**config.mk**
```make
export PLATFORM = sky130hd
export DESIGN_NAME = muldiv_unit
export DESIGN_NICKNAME = d
export VERILOG_FILES = /design/src/rtl/muldiv_unit.sv
export SDC_FILE = /design/constraint.sdc
export NUM_CORES = 1
export LEC_CHECK = 0
export CAP_MARGIN = 0
export CELL_PAD_IN_SITES_DETAIL_PLACEMENT = 1
export CELL_PAD_IN_SITES_GLOBAL_PLACEMENT = 1
export CORE_UTILIZATION = 39
export CTS_CLUSTER_SIZE = 16
export DETAILED_ROUTE_END_ITERATION = 10
export PLACE_DENSITY_LB_ADDON = 0.1
export SLEW_MARGIN = 10
export SYNTH_ARGS = -nofsm -noshare
export SYNTH_HDL_FRONTEND = slang
export SYNTH_SLANG_ARGS = --single-unit
export TNS_END_PERCENT = 30
```
**constraint.sdc**
```tcl
create_clock -name clk -period 8.2 [get_ports clk]
set_input_delay 1.23 -clock clk [delete_from_list [all_inputs] [get_ports clk]]
set_output_delay 1.23 -clock clk [all_outputs]
set_load 0.02 [all_outputs]
```
**src/rtl/muldiv_unit.sv**
```systemverilog
// RV32M/RV64M multiply/divide execute unit: iterative shift-add multiply and restoring divide.
// Define MULDIV_FAST_MUL_EN to replace the iterative multiply with a single-cycle multiplier.
module muldiv_unit #(
  parameter int XLEN  = 32,
  parameter int TAG_W = 5
) (
  input  logic             clk,
  input  logic             reset,
  input  logic             flush,
  input  logic             in_valid,
  output logic             in_ready,
  input  logic [2:0]       funct3,
  input  logic [XLEN-1:0]  op_a,
  input  logic [XLEN-1:0]  op_b,
  input  logic [TAG_W-1:0] in_tag,
  output logic             out_valid,
  input  logic             out_ready,
  output logic [XLEN-1:0]  result,
  output logic [TAG_W-1:0] out_tag,
  output logic             busy
);

  localparam int CW = $clog2(XLEN);
  localparam logic [CW-1:0] LAST = CW'(XLEN - 1);

  localparam logic [1:0] IDLE = 2'd0;
  localparam logic [1:0] ITER = 2'd1;
  localparam logic [1:0] DONE = 2'd2;

  function automatic logic [XLEN-1:0] fix_x(input logic [XLEN-1:0] v, input logic neg);
    return neg ? (~v + 1'b1) : v;
  endfunction

  function automatic logic [2*XLEN-1:0] fix_2x(input logic [2*XLEN-1:0] v, input logic neg);
    return neg ? (~v + 1'b1) : v;
  endfunction

  logic [1:0]      state;
  logic [CW-1:0]   cnt;
  logic [2:0]      f3_q;
  logic            a_neg_q, b_neg_q;
  logic [XLEN-1:0] mag_a_q, mag_b_q;
  logic [XLEN-1:0] hi_q, lo_q;

  // Request decode: signedness, magnitudes and the fast-path cases
  logic            sa_in, sb_in, a_neg, b_neg, b_zero, ovf, fast;
  logic [XLEN-1:0] a_mag, b_mag, fast_res;

  assign sa_in  = (funct3 == 3'b001) || (funct3 == 3'b010) || (funct3 == 3'b100) || (funct3 == 3'b110);
  assign sb_in  = (funct3 == 3'b001) || (funct3 == 3'b100) || (funct3 == 3'b110);
  assign a_neg  = sa_in & op_a[XLEN-1];
  assign b_neg  = sb_in & op_b[XLEN-1];
  assign a_mag  = fix_x(op_a, a_neg);
  assign b_mag  = fix_x(op_b, b_neg);
  assign b_zero = (op_b == '0);
  assign ovf    = sb_in && (op_a == {1'b1, {(XLEN-1){1'b0}}}) && (&op_b);

`ifdef MULDIV_FAST_MUL_EN
  logic signed [XLEN:0]     ax, bx;
  logic signed [2*XLEN-1:0] pf;
  assign ax = {sa_in & op_a[XLEN-1], op_a};
  assign bx = {sb_in & op_b[XLEN-1], op_b};
  assign pf = (2*XLEN)'(ax) * (2*XLEN)'(bx);
  assign fast = ~funct3[2] | b_zero | ovf;
  always_comb begin
    fast_res = '0;
    if (!funct3[2])   fast_res = (funct3[1:0] == 2'b00) ? pf[XLEN-1:0] : pf[2*XLEN-1:XLEN];
    else if (b_zero)  fast_res = funct3[1] ? op_a : '1;
    else              fast_res = funct3[1] ? '0 : op_a;
  end
`else
  assign fast = funct3[2] & (b_zero | ovf);
  always_comb begin
    fast_res = '0;
    if (b_zero) fast_res = funct3[1] ? op_a : '1;
    else        fast_res = funct3[1] ? '0 : op_a;
  end
`endif

  // One iteration step: shift-add multiply or restoring divide on {hi_q, lo_q}
  logic [XLEN:0]     sum;
  logic [XLEN:0]     part;
  logic              ge;
  logic [XLEN-1:0]   diff;
  logic [XLEN-1:0]   step_hi, step_lo;
  logic [2*XLEN-1:0] prod_f;
  logic [XLEN-1:0]   final_res;

  assign sum  = {1'b0, hi_q} + (lo_q[0] ? {1'b0, mag_a_q} : '0);
  assign part = {hi_q, lo_q[XLEN-1]};
  assign ge   = part >= {1'b0, mag_b_q};
  assign diff = part[XLEN-1:0] - mag_b_q;

  always_comb begin
    if (f3_q[2]) begin
      step_hi = ge ? diff : part[XLEN-1:0];
      step_lo = {lo_q[XLEN-2:0], ge};
    end else begin
      step_hi = sum[XLEN:1];
      step_lo = {sum[0], lo_q[XLEN-1:1]};
    end
  end

  assign prod_f = fix_2x({step_hi, step_lo}, a_neg_q ^ b_neg_q);

  always_comb begin
    case (f3_q)
      3'b000:          final_res = prod_f[XLEN-1:0];
      3'b001, 3'b010,
      3'b011:          final_res = prod_f[2*XLEN-1:XLEN];
      3'b100, 3'b101:  final_res = fix_x(step_lo, a_neg_q ^ b_neg_q);
      default:         final_res = fix_x(step_hi, a_neg_q);
    endcase
  end

  assign busy = (state != IDLE);

  // Control and output registers
  always_ff @(posedge clk) begin
    if (reset) begin
      state     <= IDLE;
      cnt       <= '0;
      out_valid <= 1'b0;
      in_ready  <= 1'b0;
      result    <= '0;
      out_tag   <= '0;
    end else if (flush) begin
      state     <= IDLE;
      cnt       <= '0;
      out_valid <= 1'b0;
      in_ready  <= 1'b1;
      result    <= '0;
    end else begin
      case (state)
        IDLE: begin
          in_ready <= 1'b1;
          if (in_valid) begin
            out_tag  <= in_tag;
            cnt      <= '0;
            in_ready <= 1'b0;
            if (fast) begin
              state     <= DONE;
              out_valid <= 1'b1;
              result    <= fast_res;
            end else begin
              state <= ITER;
            end
          end
        end
        ITER: begin
          cnt <= cnt + 1'b1;
          if (cnt == LAST) begin
            state     <= DONE;
            out_valid <= 1'b1;
            result    <= final_res;
          end
        end
        DONE: begin
          if (out_ready) begin
            state     <= IDLE;
            out_valid <= 1'b0;
            result    <= '0;
            in_ready  <= 1'b1;
          end
        end
        default: begin
          state     <= IDLE;
          out_valid <= 1'b0;
          in_ready  <= 1'b1;
        end
      endcase
    end
  end

  // Operand capture at accept, then one step per ITER cycle
  always_ff @(posedge clk) begin
    if (state == IDLE && in_valid) begin
      f3_q    <= funct3;
      a_neg_q <= a_neg;
      b_neg_q <= b_neg;
      mag_a_q <= a_mag;
      mag_b_q <= b_mag;
      hi_q    <= '0;
      lo_q    <= funct3[2] ? a_mag : b_mag;
    end else if (state == ITER) begin
      hi_q <= step_hi;
      lo_q <= step_lo;
    end
  end

endmodule

```
# After elaboration in Yosys (flattened, before gate mapping)
# Cells that the tools add are included.
# totals
register_bits	179
elab_cells	114
input_bits	77
out_inout_bits	40
# classes
n_addsub	8
n_reduce_logical	25
eq_ne	19
magnitude_cmp	1
n_mux	37
n_bitwise	11
# op_table
operator	n
$mux W32	18
$pmux W32 S3	2
$add A32 B1 Y32 const B	4
$not A32 Y32	4
$add A64 B1 Y64 const B	1
$mux W64	1
$not A64 Y64	1
$add A32 B32 Y33	1
$ge A33 B32 Y1	1
$eq A32 B32 Y1 const B	1
$logic_not A32 Y1	1
$reduce_and A32 Y1	1
$sub A32 B32 Y32	1
$eq A3 B3 Y1 const B	4
$ne A2 B2 Y1 const B	5
$pmux W5 S2	1
$eq A3 B2 Y1 const B	3
$mux W2	4
$mux W1	7
$eq A3 B1 Y1 const B	2
$pmux W1 S3	2
$pmux W2 S3	1
$reduce_and A3 Y1	2
$reduce_bool A2 Y1	3
20 further kinds	30

# Longest topological paths before layout
# depth
word_depth	10
ltp_mapped	25
mapped_depth_nobuf	22

# Least setup slack after synthesis
# OpenSTA, ideal clock, no wires.
# synth_timing
path_kind	register -> register
from	register f3_q[2]
to	register result[30]
arrival_ps	5236
path_stages_with_launch	23
n_path_buf	8
setup_slack_ps	2889
period_less_slack_ps	5311
cell_sequence	edfxtp_1 -> buf_2 -> buf_2 -> buf_2 -> buf_2 -> buf_2 -> buf_1 -> clkbuf_1 -> mux2i_1 -> ha_1 -> o21ai_0 -> a211oi_1 -> and3_1 -> nand3_1 -> or3_1 -> clkbuf_1 -> inv_1 -> nand2_1 -> nor3_1 -> a2bb2oi_1 -> o21ai_0 -> mux2_2 -> o22ai_1
# synth_between
elab_chain_cells	7
elab_cells_between_ends	22
# synth_rtl
element	line	text
start, declared	40	logic [2:0] f3_q;
start signal, assigned	178	f3_q <= funct3;
$mux W32	95	if (f3_q[2]) begin
$not A64 Y64 or $not A32 Y32 (tied branches)	35, 31	
$add A64 B1 Y64 or $add A32 B1 Y32 (tied branches)	35, 31	
$mux W64 or $mux W32 (tied branches)	35, 31	
$pmux W32 S3 *	107	case (f3_q)
$mux W32 *	152	if (cnt == LAST) begin
$pmux W32 S3 *	134	case (state)
end signal, assigned	144	result <= fast_res;
end signal, assigned	155	result <= final_res;
end, declared	18	output logic [XLEN-1:0] result,
# Every way passes the cells marked *; elsewhere a longest branch is shown, timed or not. The select of a mux whose other input is x is not followed.
# A chain may end at the register's enable or synchronous reset.

# Worst setup path in the final report
# layout_timing
from	register mag_b_q[28]
to	register result[30]
# layout_between
elab_chain_cells	9
elab_cells_between_ends	17
# layout_rtl
element	line	text
start, declared	42	logic [XLEN-1:0] mag_a_q, mag_b_q;
start signal, assigned	182	mag_b_q <= b_mag;
$sub A32 B32 Y32 or $ge A33 B32 Y1 (tied branches)	92, 91	
$mux W32	96	step_hi = ge ? diff : part[XLEN-1:0];
$mux W32	95	
$not A64 Y64 or $not A32 Y32 (tied branches)	35, 31	
$add A64 B1 Y64 or $add A32 B1 Y32 (tied branches)	35, 31	
$mux W64 or $mux W32 (tied branches)	35, 31	
$pmux W32 S3 *	107	
$mux W32 *	152	
$pmux W32 S3 *	134	
# Marks and branches as above.

==> flow_summary.json <==
{
  "portBuffers": 116,
  "drtIter0Drc": 1793,
  "coreArea_um2": 43300,
  "maxCapViolations": 0,
  "crit_fanout": 26,
  "num_vias": 17812,
  "synth-xor-area-share_pct": 8.36,
  "hold_violations": 0,
  "die_area_um2": 44900,
  "grt_max_degree": 64,
  "synth_area_um2": 17200,
  "grt_overflow_total": 0,
  "use_met1_pct": 49.0,
  "r2r_slack_ns": 1.18,
  "synth-warning-count": 0,
  "whs_path_depth": 2,
  "rsz0062_at_grt": "no",
  "initial_core_util_pct": 39.7,
  "start_kind": "flip-flop",
  "grt.total_usage_pct": 36.0,
  "grtUsageMet3_pct": 7.83,
  "busiest_layer": "met2",
  "tightest_slew_ns": 1.29,
  "die_y_um": 212,
  "final_antenna_net_count": 0,
  "synth_cell_type_count": 104,
  "whs_ns": 0.490,
  "status": "finished, final reports clean",
  "drt_wl_total_um": 80300,
  "muxShareOfSynthArea_pct": 7.75,
  "synth_edf_count": 101,
  "fillers": 5203,
  "synth_top_family_by_area": "compound AO/OA/AOI/OAI gates",
  "max_freq_mhz": 143,
  "worstSetupEndpointType": "flip-flop",
  "cts_buffers": 17,
  "firstDrtPassIters": 6,
  "grt_first_pass_wirelength_um": 117000,
  "clock_path_buffers": 2,
  "period_share_pct": 85.6,
  "drive_above_1_share_pct": 6.25,
  "dp_slack_ns": 1.39,
  "placed_cell_area_um2": 18800,
  "ios": 117,
  "clockRootBuffer": "clkbuf_16",
  "finalClockSkew_ns": 0.0230,
  "cts_resized": 0,
  "postCtsSetupBuffers": 0,
  "crit_chain": "inv_1 > ha_1 > a21oi_1 > o21ai_1 > a2111oi_2 > o211ai_2 > nor2_4 > nor2_1 > a21oi_1 > ha_1 > o21ai_0 > a211oi_1 > and3_1 > nand3_1 > or3_1 > inv_1 > nand2_1 > nor3_1 > a2bb2oi_1 > o21ai_0 > mux2_2 > o22ai_1",
  "worst_skew_pair.late_latency_ns": 0.52,
  "fin_crit_ns": 7.02,
  "yosys.area_share.adder_pct": 6.68,
  "met2_usage_pct": 55.9,
  "reg2reg_depth": 22,
  "hold_buffers": 0,
  "leakage_uw": 0.00737,
  "crit_slowest_cell": "nor2_4",
  "clock_sinks": 179,
  "ys_seq_elements": 179,
  "antenna_found_initial": 4,
  "cp.required_ns": 8.63,
  "slew_violations": 0,
  "grt_pass1_vias": 17267,
  "yosysSeqAreaShare_pct": 26.7,
  "slowest_delay_ns": 0.73,
  "finalSetupViolCount": 0,
  "setup_tns_ns": 0,
  "final_nets": 2334,
  "htreeDepth": 4,
  "cts.clk_slew.worst_paths_ns": 0.08,
  "final_core_util_pct": 44.8,
  "viasPerCell": 6.41,
  "drcViolationCount": 0,
  "synth_compound_area_share_pct": 24.2,
  "final_cell_mix": "242 x nor2_1, 208 x a21oi_1, 142 x nand2_1",
  "syn_avg_cell_area_um2": 8.03,
  "syn_inst": 2139,
  "hold_class": "flip-flop to flip-flop",
  "slew-limit-headroom_pct": 13.2,
  "crit_arrival_ns": 7.45,
  "design_area_um2": 19400,
  "layout_commonest_cell": "nor2_1",
  "row_count": 76,
  "irDropWorstVdd_mv": 0.165,
  "wl_per_cell_um": 28.9,
  "synth_ff_type": "edfxtp_1",
  "async_flop_share_pct": 0,
  "worstSetupPathType": "flip-flop to flip-flop",
  "cts_tree": "yes",
  "p_per_area_nw_per_um2": 192,
  "chipWidth_um": 212,
  "dp_hpwl_um": 64200,
  "area_growth_pct": 12.9,
  "setup_slack_ns": 1.18,
  "synth-simple-area-share_pct": 21.5,
  "gp_congestion": 0.977,
  "syn-num-nets": 2293
}
## cell type report
class                      count  area (µm²)  area share, %
sequential                   179        4590           23.7
timing repair buffer         151        1420           7.31
tap                          585         732           3.77
antenna                        1        2.50         0.0129
inverter                      75         287           1.48
multi-input combinational   1756       11800           60.8
clock inverter                13         125          0.645
clock buffer                  19         443           2.28
## registers in the layout, summed over array words and instances (netlist names)
register   cells
out_tag        5
out_valid      1
cnt            5
hi_q          32
in_ready       1
state          2
a_neg_q        1
result        32
mag_b_q       32
b_neg_q        1
lo_q          32
f3_q           3
mag_a_q       32
## synthesized netlist by cell type (all sizes together) (19+ instances only)
cell type  instances  share of area [%]
a211oi            26                1.2
a21o              24                1.0
a21oi            212                6.3
a31oi             26                1.0
and2              46                1.7
and3              21               0.76
buf               41                1.2
clkbuf            88                1.9
dfxtp             78                9.1
edfxtp           101                 18
ha                75                5.5
inv               72                1.6
mux2i            124                7.2
nand2            144                3.2
nand3             48                1.5
nand4             37                1.4
nor2             243                5.4
nor3              50                1.5
nor4              23               0.84
o211ai            24                1.1
o21ai            134                3.9
o221ai            19               0.97
or3               26               0.98
xnor2             86                4.4
xor2              78                4.0
## path summary, 6_finish.rpt
| kind | start | end |
|---|---|---|
| setup / recovery | mag_b_q[28] | result[30] |
| hold / removal | result[20] | result[20] |
| hold reg to reg | result[20] | result[20] |
| setup reg to reg | mag_b_q[28] | result[30] |
## metal layers
layer  part of all wire, %  vias up  wire length, µm
met5                 0.034        -               27
met4                   3.4        4             2760
met3                   7.8      143             6230
met2                    44      716            35700
met1                    44     8935            35600
li1                      -     8014                -
## through the flow
stage	total power, µW	cells
final	3730	2779
after global routing	3870	2778
after CTS	3690	2778
after detailed placement	2830	2746
after global placement	2810	2746
after floorplan	2180	2139
## logic make-up (layout without fill, tap and decap cells)
group | after synthesis | after routing
AOI/OAI and AO/OA | 629 | 629
xor gates and xnor gates | 164 | 164
adders and majority gates | 94 | 94
buffers and inverters | 204 | 258
DFF | 179 | 179
muxes | 132 | 132
other | 0 | 1
and+or+nand+nor | 737 | 737
## worst max-delay path: cells and delay by family, from the launching register on
family / cells / cell delay, ns
flip-flops: 1 / 0.33
buffers and inverters: 2 / 0.28
adder cells (fa/ha/maj): 2 / 0.64
AND/OR/NAND/NOR: 7 / 2.56
multiplexers: 1 / 0.28
AO/OA/AOI/OAI: 10 / 2.84
## where the power goes
group | total [µW] | switching (µW) | internal, µW
clock network | 868 | 438 | 429
registers | 1140 | 78.7 | 1060
logic | 1720 | 1170 | 551
total | 3730 | 1690 | 2040
(Power assumes the default switching activity.)
